==> src/rtl/serial_subtractor_if.sv <==
`default_nettype none
// +----------------------------------------------------------------------------+
// | Module   : serial_subtractor_if                                            |
// | Purpose  : Bundles the request/result signals of serial_subtractor.        |
// |            master drives start/a/b/bin and observes the results;           |
// |            slave (the subtractor) takes the request and returns            |
// |            diff/bout/overflow/busy/done.                                   |
// | Signals  : start, a[WIDTH], b[WIDTH], bin   (master -> slave)              |
// |            diff[WIDTH], bout, overflow, busy, done   (slave -> master)     |
// | Revision : 1.0  initial release                                            |
// +----------------------------------------------------------------------------+
interface serial_subtractor_if #(
   parameter int WIDTH = 8
);
   logic             start;
   logic [WIDTH-1:0] a;
   logic [WIDTH-1:0] b;
   logic             bin;
   logic [WIDTH-1:0] diff;
   logic             bout;
   logic             overflow;
   logic             busy;
   logic             done;

   modport master (
      output start, a, b, bin,
      input  diff, bout, overflow, busy, done
   );

   modport slave (
      input  start, a, b, bin,
      output diff, bout, overflow, busy, done
   );
endinterface
`default_nettype wire

==> src/rtl/serial_subtractor.sv <==
`default_nettype none
// +----------------------------------------------------------------------------+
// | Module   : serial_subtractor                                               |
// | Purpose  : Bit-serial WIDTH-bit subtractor, diff = a - b - bin, one bit    |
// |            per clock LSB first through a single full-subtractor cell and   |
// |            a borrow flip-flop, with start/busy/done handshake, borrow-out  |
// |            and signed-overflow flag.                                       |
// | Ports    : clk    rising-edge clock                                        |
// |            rst_n  asynchronous active-low reset                            |
// |            bus    serial_subtractor_if.slave                               |
// |                   start/a/b/bin in, diff/bout/overflow/busy/done out       |
// | Revision : 1.0  initial release                                            |
// +----------------------------------------------------------------------------+
module serial_subtractor #(
   parameter int WIDTH = 8
) (
   input  wire logic            clk,
   input  wire logic            rst_n,
   serial_subtractor_if.slave   bus
);

   localparam int              c_cw      = $clog2(WIDTH + 1);
   localparam logic [c_cw-1:0] c_last    = c_cw'(WIDTH - 1);

   localparam logic [1:0]      c_st_idle = 2'd0;
   localparam logic [1:0]      c_st_run  = 2'd1;
   localparam logic [1:0]      c_st_done = 2'd2;

   logic [1:0]       r_state;
   logic [c_cw-1:0]  r_cnt;
   logic [WIDTH-1:0] r_a;
   logic [WIDTH-1:0] r_b;
   logic [WIDTH-1:0] r_res;
   logic             r_br;
   // Operand sign bits are kept aside because the operand regs are shifted
   // away by the time the overflow flag is computed.
   logic             r_a_msb;
   logic             r_b_msb;
   logic [WIDTH-1:0] r_diff;
   logic             r_bout;
   logic             r_ovf;
   logic             r_busy;
   logic             r_done;

   logic             w_d;
   logic             w_br_nxt;
   logic [WIDTH-1:0] w_res_nxt;

   // Full-subtractor cell on the current LSBs.
   assign w_d       = r_a[0] ^ r_b[0] ^ r_br;
   assign w_br_nxt  = (~r_a[0] & r_b[0]) | (~(r_a[0] ^ r_b[0]) & r_br);
   // On the last bit this is already the complete result, so commit uses it
   // directly instead of waiting one more cycle for r_res.
   assign w_res_nxt = {w_d, r_res[WIDTH-1:1]};

   always_ff @(posedge clk or negedge rst_n) begin
      if (!rst_n) begin
         r_state <= c_st_idle;
         r_cnt   <= '0;
         r_a     <= '0;
         r_b     <= '0;
         r_res   <= '0;
         r_br    <= 1'b0;
         r_a_msb <= 1'b0;
         r_b_msb <= 1'b0;
         r_diff  <= '0;
         r_bout  <= 1'b0;
         r_ovf   <= 1'b0;
         r_busy  <= 1'b0;
         r_done  <= 1'b0;
      end else begin
         case (r_state)
            c_st_idle: begin
               if (bus.start) begin
                  r_a     <= bus.a;
                  r_b     <= bus.b;
                  r_br    <= bus.bin;
                  r_a_msb <= bus.a[WIDTH-1];
                  r_b_msb <= bus.b[WIDTH-1];
                  r_cnt   <= '0;
                  r_busy  <= 1'b1;
                  r_state <= c_st_run;
               end
            end
            c_st_run: begin
               r_br  <= w_br_nxt;
               r_a   <= r_a >> 1;
               r_b   <= r_b >> 1;
               r_res <= w_res_nxt;
               // Counts up to WIDTH at most, which fits c_cw bits.
               r_cnt <= r_cnt + c_cw'(1);
               if (r_cnt == c_last) begin
                  r_diff  <= w_res_nxt;
                  r_bout  <= w_br_nxt;
                  r_ovf   <= (r_a_msb ^ r_b_msb) & (r_a_msb ^ w_d);
                  r_busy  <= 1'b0;
                  r_done  <= 1'b1;
                  r_state <= c_st_done;
               end
            end
            c_st_done: begin
               r_done  <= 1'b0;
               r_state <= c_st_idle;
            end
            default: begin
               r_busy  <= 1'b0;
               r_done  <= 1'b0;
               r_state <= c_st_idle;
            end
         endcase
      end
   end

   assign bus.diff     = r_diff;
   assign bus.bout     = r_bout;
   assign bus.overflow = r_ovf;
   assign bus.busy     = r_busy;
   assign bus.done     = r_done;

endmodule
`default_nettype wire

==> src/flat_wrapper.sv <==
// flat-port wrapper written by rule: the top's interface ports become plain ports
module serial_subtractor_flat 
#(
   parameter int WIDTH = 8
)
  (clk, rst_n, bus_start, bus_a, bus_b, bus_bin, bus_diff, bus_bout, bus_overflow, bus_busy, bus_done);
  serial_subtractor_if #(.WIDTH(WIDTH)) bus_i ();
  input  wire logic clk;
  input  wire logic rst_n;
  input wire logic [$bits(bus_i.start)-1:0] bus_start;
  input wire logic [$bits(bus_i.a)-1:0] bus_a;
  input wire logic [$bits(bus_i.b)-1:0] bus_b;
  input wire logic [$bits(bus_i.bin)-1:0] bus_bin;
  output wire logic [$bits(bus_i.diff)-1:0] bus_diff;
  output wire logic [$bits(bus_i.bout)-1:0] bus_bout;
  output wire logic [$bits(bus_i.overflow)-1:0] bus_overflow;
  output wire logic [$bits(bus_i.busy)-1:0] bus_busy;
  output wire logic [$bits(bus_i.done)-1:0] bus_done;
  assign bus_i.start = bus_start;
  assign bus_i.a = bus_a;
  assign bus_i.b = bus_b;
  assign bus_i.bin = bus_bin;
  assign bus_diff = bus_i.diff;
  assign bus_bout = bus_i.bout;
  assign bus_overflow = bus_i.overflow;
  assign bus_busy = bus_i.busy;
  assign bus_done = bus_i.done;
  serial_subtractor #(.WIDTH(WIDTH)) u_core (.clk(clk), .rst_n(rst_n), .bus(bus_i));
endmodule
==> config.mk <==
export PLATFORM = sky130hd
export DESIGN_NAME = serial_subtractor_flat
export DESIGN_NICKNAME = d
export VERILOG_FILES = /design/src/rtl/serial_subtractor_if.sv /design/src/rtl/serial_subtractor.sv /design/src/flat_wrapper.sv
export SDC_FILE = /design/constraint.sdc
export NUM_CORES = 1
export LEC_CHECK = 0
export ABC_CLOCK_PERIOD_IN_PS = 2000
export CAP_MARGIN = 20
export CORE_ASPECT_RATIO = 1.25
export CORE_MARGIN = 5
export CORE_UTILIZATION = 42
export CTS_CLUSTER_SIZE = 24
export DETAILED_ROUTE_END_ITERATION = 10
export PLACE_DENSITY = 0.63
export RECOVER_POWER = 100
export SYNTH_ARGS = -nofsm -noshare
export SYNTH_HDL_FRONTEND = slang
export SYNTH_SLANG_ARGS = --single-unit
==> constraint.sdc <==
create_clock -name clk -period 2 [get_ports clk]
set_input_delay 0.2 -clock clk [delete_from_list [all_inputs] [get_ports clk]]
set_output_delay 0.2 -clock clk [all_outputs]
set_load 0.1 [all_outputs]
==> insert_results.sql <==
INSERT INTO impl_metrics (metric_group, metric, value, unit) VALUES
('run_status', 'status', 'complete, no violations', ''),
('layout', 'fraction_of_layout_cells_with_a_size_suffix_above_1', '17.7', '%'),
('route', 'drt_iter0_drc', '26', ''),
('floorplanning', 'design.die.area', '5850', 'um2'),
('setup_path', 'worst_path_dominant_cell_family', 'buffers and inverters', ''),
('yosys', 'synthesis.nets', '177', ''),
('setup_path', 'worstPathArrival', '1.48', 'ns'),
('floorplanning', 'floorplan.core_area', '4360', 'um2'),
('grt', 'grt.busiest_layer', 'met2', ''),
('setup_path', 'criticalPathCategory', 'flip-flop to output pin', ''),
('route', 'via_per_inst', '5.14', ''),
('floorplanning', 'core_rows', '27', ''),
('yosys', 'synthDistinctLibCells', '30', ''),
('layout', 'nets', '213', ''),
('sta', 'clk_skew', '0.00940', 'ns'),
('flow_run', 'drv.max_cap_violation_count', '0', ''),
('yosys', 'avgSynthCellArea', '12.0', 'um2'),
('grt', 'first_global_vias', '1383', ''),
('grt', 'globalRouteMet2Util', '22.9', '%'),
('placed_design', 'placement.io_buffers', '31', ''),
('clocking', 'cts_sinks', '44', ''),
('clocking', 'cts-root-buf', 'sky130_fd_sc_hd__clkbuf_8', ''),
('placed_design', 'gpl.final_weighted_congestion', '0.789', ''),
('setup_path', 'critical_path_rt', '1.80', 'ns'),
('grt', 'met1_track_usage_gr', '16.3', '%'),
('clocking', 'cts.htree.levels', '2', ''),
('floorplanning', 'chipWidth', '69.4', 'um'),
('setup_path', 'path_depth_of_the_worst_reg2reg_path', '4', ''),
('clocking', 'cts_tree', 'built', ''),
('sta', 'setup_viol_count_final', '0', ''),
('layout', 'insertedDiodeCount', '0', ''),
('setup_path', 'setup.worst_path.start_class', 'flip-flop', ''),
('route', 'route.detailed.drc', '0', ''),
('route', 'route.antenna.remaining_nets', '0', ''),
('yosys', 'synth-seq-area-share', '59.4', '%'),
('yosys', 'number_of_warning_messages_in_the_yosys_log', '0', ''),
('clocking', 'cts_clock_pin_slew_for_the_worst_setup_and_hold_paths', '0.08', 'ns'),
('floorplanning', 'initial_utilization', '42.5', '%'),
('sta', 'finalSetupTns', '0', 'ns'),
('setup_path', 'path_max_fanout', '2', ''),
('setup_path', 'critPathMaxStageDelay', '0.86', 'ns'),
('yosys', 'synth.cell_area', '1850', 'um2'),
('sta', 'fin_worst_hold_slack', '0.485', 'ns'),
('setup_path', 'timing.critical_path.to_type', 'output pin', ''),
('setup_path', 'rr_startpoint', 'u_core.r_cnt[0]', ''),
('clocking', 'clock_tree.buffer_depth', '2', ''),
('sta', 'drv_slew', '0', ''),
('grt', 'globalRoute.totalOverflow', '0', ''),
('setup_path', 'cpMaxStageDelayCell', 'sky130_fd_sc_hd__clkbuf_1', ''),
('worst_hold_path', 'min_delay_path_depth', '1', ''),
('pwr', 'power.static_leakage', '0.985', 'nW'),
('grt', 'grt_util_met3', '4.43', '%'),
('floorplanning', 'io_pins', '32', ''),
('layout', 'fill_cell_total_of_the_finished_layout', '409', ''),
('floorplanning', 'die_h', '84.3', 'um'),
('placed_design', 'place.detailed.hpwl', '2570', 'um'),
('sta', 'layout_min_cycle_time', '1.68', 'ns'),
('grt', 'grtUsageTotal', '13.5', '%'),
('layout', 'syn2layout_area_growth', '22.5', '%'),
('sta', 'worstMarginPinSlew', '1.37', 'ns'),
('route', 'detailroute.via_count', '1285', ''),
('yosys', 'post_synth_inst_count', '155', ''),
('grt', 'grt_max_degree', '24', ''),
('sta', 'grt_setup_unrepaired', 'no', ''),
('sta', 'final_hold_viol_count', '0', ''),
('grt', 'grt_pass1_wl', '6380', 'um'),
('pwr', 'power.ir.vdd_worst', '0.000865', 'V'),
('grt', 'antenna_found_initial', '0', ''),
('route', 'routedWlPerCell', '14.4', 'um'),
('yosys', 'synth.ff_latch_count', '44', ''),
('clocking', 'postCtsSetupBuffers', '0', '');
sequential cells by signal (all words and copies together), names as in the netlist, 2 cells and up:
name	flops
u_core.r_state	2
u_core.r_b	8
u_core.r_cnt	4
u_core.r_a	8
u_core.r_res	7
u_core.bus.diff	8
synthesized netlist by cell type, drive strengths merged:
cell    instances  area (um2)
a22o            2        17.5
a22oi          14         105
o21ai          19        95.1
o22ai           1        6.26
and2            1        8.76
nand3           2        10.0
a31oi           1        6.26
o21bai          1        7.51
ha              1        12.5
a21oi           3        15.0
inv             5        18.8
o31ai           1        7.51
clkbuf          3        11.3
o311ai          1        8.76
a21o            1        7.51
nand2b          2        12.5
a32o            1        10.0
fa              1        20.0
nor2b           3        18.8
buf             7        43.8
mux2           19         214
nand3b          2        18.8
nand2          18        67.6
nor2            2        10.0
dfrtp          44        1100
metrics by stage:
step                      setup slack, ns  instance area, um2  util, %  total power, mW  std cells
final                               0.316                2270     52.1             4.01        250
after global routing                0.141                2270     52.1             4.27        250
after CTS                           0.274                2320     53.1             4.16        250
after detailed placement            0.295                2210     50.8             3.59        241
after global placement              0.372                2210     50.8             3.51        241
after floorplan                     0.504                1850        -             3.08        155
cell type report:
class                           instances  area [um2]  area share [%]
Multi-Input combinational cell         96         677            29.8
Tap cell                               58        72.6            3.20
Timing Repair Buffer                   39         308            13.6
Inverter                                5        18.8           0.826
Clock inverter                          1        7.51           0.331
Sequential cell                        44        1100            48.5
Clock buffer                            7        86.3            3.80
power breakdown:
part | switching [mW] | leakage, nW | total, mW | internal, mW
Sequential | 0.235 | 0.551 | 1.51 | 1.28
Combinational | 1.36 | 0.390 | 1.93 | 0.566
Clock | 0.283 | 0.0445 | 0.564 | 0.281
Total | 1.88 | 0.985 | 4.01 | 2.12
metal layers:
| metal | wire (um) | vias to the layer above |
|---|---|---|
| met5 | 0 | - |
| met1 | 1550 | 636 |
| met2 | 1840 | 28 |
| met3 | 175 | 6 |
| li1 | - | 615 |
| met4 | 49 | 0 |
how the worst max path moves through the flow:
| stage | startpoint | end | slack, ns | cells past startpoint |
|---|---|---|---|---|
| after floorplan | u_core.r_b[0] | u_core.bus.overflow | 0.50 | 5 |
| after global placement | u_core.r_cnt[0] | u_core.bus.diff[0] | 0.37 | 4 |
| after detailed placement | u_core.r_cnt[0] | u_core.bus.diff[0] | 0.30 | 4 |
| after CTS | u_core.r_cnt[0] | u_core.bus.diff[0] | 0.27 | 4 |
| after global routing | rst_n | u_core.bus.busy | 0.14 | 2 |
| final | u_core.bus.diff[1] | bus_diff[1] | 0.32 | 1 |
repair_timing:
action	CTS	global route
hold buffers	1	0
endpoints found under the hold margin	22	0
endpoints found under the setup margin	0	0
gates resized for setup	0	0
kinds of logic (layout without fill, tap and decap cells):
group / Yosys count / in the layout / synth area share (%)
DFF: 44 / 44 / 59.4
adders and majority gates: 2 / 2 / 1.75
buffers and inverters: 15 / 52 / 3.98
AOI/OAI and AO/OA: 45 / 45 / 15.5
and+or+nand+nor: 30 / 30 / 7.89
muxes: 19 / 19 / 11.5
placed cells by master (no fill, tap or decap), types with 3 or more instances in the layout:
master	Yosys	layout
sky130_fd_sc_hd__nand2_1	18	18
sky130_fd_sc_hd__o21ai_0	19	19
sky130_fd_sc_hd__a22oi_1	14	14
sky130_fd_sc_hd__clkbuf_8	0	6
sky130_fd_sc_hd__nor2b_1	3	3
sky130_fd_sc_hd__clkbuf_2	0	12
sky130_fd_sc_hd__a21oi_1	3	3
sky130_fd_sc_hd__dfrtp_1	44	44
sky130_fd_sc_hd__mux2_2	9	9
sky130_fd_sc_hd__clkbuf_1	3	5
sky130_fd_sc_hd__clkdlybuf4s50_1	0	18
sky130_fd_sc_hd__inv_1	5	5
sky130_fd_sc_hd__mux2_1	10	10
Note: power is estimated with default switching activity, not from simulation.
